`src/rtl/compressed_line_packer_if.sv`:
```
// Word-in / line-out handshake bundle between the length accumulator,
// the line packer and the line writer.
interface compressed_line_packer_if #(
  parameter int CACHE_LINE = 128,
  parameter int WORD_SIZE  = 64,
  parameter int LEN_W      = 7
);
  logic                  i_valid;
  logic                  o_ready;
  logic [WORD_SIZE-1:0]  i_data;
  logic [LEN_W-1:0]      i_length;
  logic                  i_last;
  logic [CACHE_LINE-1:0] o_line;
  logic [7:0]            o_line_len;
  logic                  o_overflow;
  logic                  o_line_valid;
  logic                  i_line_ready;

  // packer side
  modport slave (
    input  i_valid, i_data, i_length, i_last, i_line_ready,
    output o_ready, o_line, o_line_len, o_overflow, o_line_valid
  );

  // upstream word source / downstream line writer side
  modport master (
    output i_valid, i_data, i_length, i_last, i_line_ready,
    input  o_ready, o_line, o_line_len, o_overflow, o_line_valid
  );
endinterface

```
`src/rtl/compressed_line_packer.sv`:
```
// Packs variable-length LSB-aligned compressed words LSB-first into one
// cache line and hands it to the line writer with a valid/ready handshake.
module compressed_line_packer #(
  parameter int CACHE_LINE = 128,
  parameter int WORD_SIZE  = 64,
  parameter int LEN_W      = 7
) (
  input  logic                     i_clk,
  input  logic                     i_reset,
  compressed_line_packer_if.slave  bus
);
  localparam int FILL_W = 8;

  typedef enum logic [0:0] {ACCUM, EMIT} state_t;

  state_t                state_reg;
  logic [CACHE_LINE-1:0] buffer_reg;
  logic [FILL_W-1:0]     fill_reg;
  logic                  overflow_reg;
  logic                  ready_reg;
  logic                  line_valid_reg;
  logic [CACHE_LINE-1:0] line_reg;
  logic [FILL_W-1:0]     line_len_reg;
  logic                  line_overflow_reg;

  logic                  len_illegal;
  logic [LEN_W-1:0]      len_eff;
  logic [WORD_SIZE-1:0]  word_mask;
  logic [WORD_SIZE-1:0]  word_masked;
  logic [FILL_W-1:0]     sum_next;
  logic                  word_fits;
  logic [CACHE_LINE-1:0] buffer_next;
  logic [FILL_W-1:0]     fill_next;
  logic                  overflow_next;
  logic                  accept;

  // Out-of-range lengths are clamped and always force the overflow path.
  assign len_illegal = bus.i_length > LEN_W'(WORD_SIZE);
  assign len_eff     = len_illegal ? LEN_W'(WORD_SIZE) : bus.i_length;

  generate
    for (genvar gi = 0; gi < WORD_SIZE; gi++) begin : g_mask
      assign word_mask[gi] = (32'(len_eff) > gi);
    end
  endgenerate

  assign word_masked = bus.i_data & word_mask;
  assign sum_next    = fill_reg + FILL_W'(len_eff);
  assign word_fits   = !overflow_reg && !len_illegal &&
                       (sum_next <= FILL_W'(CACHE_LINE));

  assign buffer_next   = word_fits ? (buffer_reg | (CACHE_LINE'(word_masked) << fill_reg))
                                   : buffer_reg;
  assign fill_next     = word_fits ? sum_next : fill_reg;
  assign overflow_next = overflow_reg | !word_fits;

  assign accept = bus.i_valid && ready_reg;

  always_ff @(posedge i_clk or negedge i_reset) begin
    if (!i_reset) begin
      state_reg         <= ACCUM;
      buffer_reg        <= '0;
      fill_reg          <= '0;
      overflow_reg      <= 1'b0;
      ready_reg         <= 1'b1;
      line_valid_reg    <= 1'b0;
      line_reg          <= '0;
      line_len_reg      <= '0;
      line_overflow_reg <= 1'b0;
    end else begin
      case (state_reg)
        ACCUM: begin
          if (accept) begin
            if (bus.i_last) begin
              // Line moves to the output registers, so the accumulator can
              // be cleared now; it is not used again until the line is taken.
              state_reg         <= EMIT;
              ready_reg         <= 1'b0;
              line_valid_reg    <= 1'b1;
              line_reg          <= buffer_next;
              line_len_reg      <= fill_next;
              line_overflow_reg <= overflow_next;
              buffer_reg        <= '0;
              fill_reg          <= '0;
              overflow_reg      <= 1'b0;
            end else begin
              buffer_reg   <= buffer_next;
              fill_reg     <= fill_next;
              overflow_reg <= overflow_next;
            end
          end
        end
        EMIT: begin
          if (bus.i_line_ready) begin
            state_reg      <= ACCUM;
            ready_reg      <= 1'b1;
            line_valid_reg <= 1'b0;
          end
        end
      endcase
    end
  end

  assign bus.o_ready      = ready_reg;
  assign bus.o_line_valid = line_valid_reg;
  assign bus.o_line       = line_reg;
  assign bus.o_line_len   = line_len_reg;
  assign bus.o_overflow   = line_overflow_reg;
endmodule

```
`src/flat_wrapper.sv`:
```
// flat-port wrapper written by rule: the top's interface ports become plain ports
module compressed_line_packer_flat 
#(
  parameter int CACHE_LINE = 128,
  parameter int WORD_SIZE  = 64,
  parameter int LEN_W      = 7
)
  (i_clk, i_reset, bus_i_valid, bus_i_data, bus_i_length, bus_i_last, bus_i_line_ready, bus_o_ready, bus_o_line, bus_o_line_len, bus_o_overflow, bus_o_line_valid);
  compressed_line_packer_if #(.CACHE_LINE(CACHE_LINE), .WORD_SIZE(WORD_SIZE), .LEN_W(LEN_W)) bus_i ();
  input  logic i_clk;
  input  logic i_reset;
  input wire logic [$bits(bus_i.i_valid)-1:0] bus_i_valid;
  input wire logic [$bits(bus_i.i_data)-1:0] bus_i_data;
  input wire logic [$bits(bus_i.i_length)-1:0] bus_i_length;
  input wire logic [$bits(bus_i.i_last)-1:0] bus_i_last;
  input wire logic [$bits(bus_i.i_line_ready)-1:0] bus_i_line_ready;
  output wire logic [$bits(bus_i.o_ready)-1:0] bus_o_ready;
  output wire logic [$bits(bus_i.o_line)-1:0] bus_o_line;
  output wire logic [$bits(bus_i.o_line_len)-1:0] bus_o_line_len;
  output wire logic [$bits(bus_i.o_overflow)-1:0] bus_o_overflow;
  output wire logic [$bits(bus_i.o_line_valid)-1:0] bus_o_line_valid;
  assign bus_i.i_valid = bus_i_valid;
  assign bus_i.i_data = bus_i_data;
  assign bus_i.i_length = bus_i_length;
  assign bus_i.i_last = bus_i_last;
  assign bus_i.i_line_ready = bus_i_line_ready;
  assign bus_o_ready = bus_i.o_ready;
  assign bus_o_line = bus_i.o_line;
  assign bus_o_line_len = bus_i.o_line_len;
  assign bus_o_overflow = bus_i.o_overflow;
  assign bus_o_line_valid = bus_i.o_line_valid;
  compressed_line_packer #(.CACHE_LINE(CACHE_LINE), .WORD_SIZE(WORD_SIZE), .LEN_W(LEN_W)) u_core (.i_clk(i_clk), .i_reset(i_reset), .bus(bus_i));
endmodule
```
`config.mk`:
```
export PLATFORM = sky130hd
export DESIGN_NAME = compressed_line_packer_flat
export DESIGN_NICKNAME = d
export VERILOG_FILES = /design/src/rtl/compressed_line_packer_if.sv /design/src/rtl/compressed_line_packer.sv /design/src/flat_wrapper.sv
export SDC_FILE = /design/constraint.sdc
export NUM_CORES = 1
export LEC_CHECK = 0
export CAP_MARGIN = 20
export CORE_UTILIZATION = 35
export DETAILED_ROUTE_END_ITERATION = 7
export GPL_TIMING_DRIVEN = 0
export PLACE_DENSITY = 0.59
export SLEW_MARGIN = 0
export SYNTH_ARGS = -nofsm -noshare
export SYNTH_HDL_FRONTEND = slang
export SYNTH_SLANG_ARGS = --single-unit
```
`constraint.sdc`:
```
create_clock -name i_clk -period 4.11 [get_ports i_clk]
set_input_delay 0.822 -clock i_clk [delete_from_list [all_inputs] [get_ports i_clk]]
set_output_delay 0.822 -clock i_clk [all_outputs]
set_load 0.02 [all_outputs]
```
==> results.tsv <==
stage	metric	value	unit
final_layout	area_delta_synth_final	31.35	%
cts	clock_latency	0.60	ns
setup_path	cpLargestDelayFamily	buffers and inverters	
setup_path	max_stage_delay	0.82	ns
cts	cts_tree	built	
power_and_ir_drop	power_switching	11.92	mW
power_and_ir_drop	p_seq_share	20.0	%
global_routing	grt_max_degree	128	
final_layout	fin_cells	3561	
power_and_ir_drop	powerDensity	823.1	mW/mm^2
cts	cts-root-buf	clkbuf_16	
sta	fmax	227.4	MHz
placement	place.gp.congestion	1.124	
sta	maxSlewViolCount	0	
sta	setup_ws	-0.2885	ns
placement	dpl.hpwl	108500	um
sta	worstMarginPinSlew	1.269	ns
floorplan	rows	86	
yosys	synth_cells	2470	
yosys	synth.net_count	2554	
power_and_ir_drop	clock_power_share	11.9	%
power_and_ir_drop	power.internal	9.477	mW
sta	whs	0.1796	ns
yosys	seq_area_frac_synth	35.02	%
run_status	status	finished with violations	
setup_path	cp-start-kind	flop	
placement	numPortBuffers	211	
cts	clock_path_buffers	3	
route	drc	0	
setup_path	path_buf_inv	3	
yosys	synth_common_cells	276 x dfrtp_1, 257 x nand2_1, 247 x nor2_1	
sta	fin_worst_skew	0.04537	ns
floorplan	start_util	35.65	%
route	drtPass1Iterations	7	
global_routing	antenna_found_initial	3	
sta	rsz0062_at_grt	yes	
power_and_ir_drop	p_leak	10.15	nW
global_routing	track_usage	46.61	%
sta	fin_crit_sh	107.0	%
yosys	synth_top_cell_by_area	dfrtp_1	
global_routing	grt_pass1_vias	24302	
route	routed_wirelength	137000	um
yosys	synth_flop_cell	dfrtp_1	
yosys	synth.most_common_cell	dfrtp_1	
run_status	violations	negative setup slack	
floorplan	die_h	239.8	um
final_layout	nNetsFinal	2874	
sta	setup_violations	88	
final_layout	drive_gt1_share	17.69	%
global_routing	gr-total-overflow	0	
yosys	synth_top_area_share	34.89	%
yosys	syn-cell-area	0.01980	sq mm
yosys	synthArstFlopShare	100.0	%
power_and_ir_drop	peakVddDrop	0.4284	mV
setup_path	slowest_stage	nand2_1	
setup_path	crit_type	reg -> reg	
cts	htreeDepth	1	
yosys	synth.avg_cell_area	8.015	sq um
sta	min_period	4.398	ns
placement	place_inst	3451	
yosys	yosys_warnings	0	
job	maxCapViolCount	0	
route	drt_iter0_drc	4157	
route	viasPerCell	7.162	
floorplan	die_w	239.8	um
yosys	ys_types	102	
min_path	hold_class	in -> async	
sta	slew_headroom	15.08	%
floorplan	core_area	0.05552	sq mm
power_and_ir_drop	combPwrFrac	68.0	%
cts	clkTransAtPathRegs	0.06	ns
floorplan	io_pins	215	
floorplan	fp.dieArea	0.05752	sq mm
setup_path	path_cells	clkbuf_1 > clkinv_1 > nand2_1 > clkbuf_1 > o221ai_2 > a211oi_1 > o21ai_1	
yosys	synth_seq_cells	277	
setup_path	cp-end-kind	flop	
route	antenna_left	0	
setup_path	worstPathMaxFanout	10	
route	vias	25503	
yosys	synth-edff-count	0	
cts	cts-buffers-inserted	28	
yosys	synth_area_leaders	dfrtp_1 35%, a21oi_1 5.8%, o21ai_0 5.5%	
route	wl_per_cell	38.46	um
setup_path	crit_arrival	4.86	ns
setup_path	crit_top_cell	clkbuf_1	
power_and_ir_drop	p_sw_share	55.72	%
sta	hold_viol	0	
cts	clock_sinks	277	
setup_path	crit_required	4.57	ns
global_routing	grt_pass1_wl	187100	um
stage by stage:
step                instance area (sq um)  setup slack [ns]  total power [mW]  TNS (ns)  util [%]
floorplan                           19890          0.006103             10.45         0         -
global placement                    22940            -9.104             16.59  -2965.72     41.32
detailed placement                  23190            -2.099             16.79   -471.04     41.76
CTS                                 25400          -0.04653             20.18  -0.04653     45.74
global route                        25990          -0.04245             21.64   -0.1391     46.81
finish                              26000           -0.2885             21.40    -6.325     46.83
worst reg2reg max path, stage by stage (launching register included):
cell and delay [ns]:
dfrtp_1 0.38, clkbuf_1 0.74, clkinv_1 0.59, nand2_1 0.82, clkbuf_1 0.76, o221ai_2 0.43, a211oi_1 0.45, o21ai_1 0.12
layout by cell type, fill, tap and decap left out, types with 32 or more instances in the layout:
cell type / n
clkbuf_1: 93
mux2i_1: 56
a211oi_1: 68
a31oi_1: 42
clkbuf_16: 32
o211ai_1: 39
o21ai_0: 197
o31ai_1: 51
o22ai_1: 39
buf_2: 39
clkdlybuf4s50_1: 206
nor3_1: 100
nand2_1: 254
nand3_1: 55
a21oi_1: 214
clkbuf_2: 35
nor2_1: 235
buf_4: 70
dfrtp_1: 275
metal layers:
layer | share of wire (%) | wire length, um | up-vias | global-route usage, %
met2 | 40 | 55260 | 2102 | 66.32
met4 | 6.0 | 8204 | 6 | 21.66
met5 | 0.042 | 57 | - | 0
met1 | 39 | 53390 | 12750 | 61.76
li1 | - | - | 10150 | -
met3 | 15 | 20050 | 495 | 17.79
layout make-up:
| cell class | instances | area [sq um] |
|---|---|---|
| Sequential cell | 277 | 6934 |
| Clock buffer | 41 | 820.8 |
| Fill cell | 5393 | 29520 |
| Buffer | 202 | 1177 |
| Inverter | 39 | 162.7 |
| Antenna cell | 4 | 10.01 |
| Clock inverter | 8 | 76.32 |
| Timing Repair Buffer | 295 | 2882 |
| Multi-Input combinational cell | 1947 | 13000 |
| Tap cell | 748 | 935.9 |
what timing repair did:
| action | in CTS | in global routing |
|---|---|---|
| hold buffers | 0 | 0 |
| hold endpoints to repair | 0 | 0 |
| cloned | 0 | 1 |
| endpoints found under the setup margin | 274 | 259 |
| gates resized for setup | 242 | 137 |
| pin swaps | 34 | 18 |
| buffers inserted | 44 | 17 |
kinds of logic (layout without fill, tap and decap cells):
group,after synthesis,count (layout),share of synthesized area (%)
compound gates,1025,1025,34.82
simple gates,824,824,19.28
flops,277,277,35.02
buf+inv,246,585,5.252
mux,87,87,4.942
fa+ha+maj,8,8,0.5435
xor+xnor,3,3,0.1328
other cells,0,4,0
final timing paths:
kind | end | startpoint | slack [ns] | cells past startpoint
worst max-delay path | u_core.bus.o_line[104]$_DFFE_PN0P_ | u_core.fill_reg[5]$_DFFE_PN0P_ | -0.29 | 7
worst min-delay path | u_core.bus.o_line[113]$_DFFE_PN0P_ | i_reset | 0.18 | 1
worst max register to register | u_core.bus.o_line[104]$_DFFE_PN0P_ | u_core.fill_reg[5]$_DFFE_PN0P_ | -0.29 | 7
worst min register to register | u_core.bus.o_ready$_DFFE_PN1P_ | u_core.bus.o_ready$_DFFE_PN1P_ | 0.48 | 2
max in group asynchronous | u_core.buffer_reg[5]$_DFFE_PN0P_ | i_reset | 2.86 | 2
min in group i_clk | u_core.bus.o_ready$_DFFE_PN1P_ | u_core.bus.o_ready$_DFFE_PN1P_ | 0.48 | 2
power groups by stage:
stage	Sequential [mW]	Combinational (mW)	Clock (mW)
floorplan	4.84	5.61	0
global placement	4.26	12.3	0
detailed placement	4.30	12.5	0
CTS	4.27	13.4	2.54
global route	4.36	14.6	2.65
finish	4.29	14.6	2.55
(Power assumes the default switching activity.)
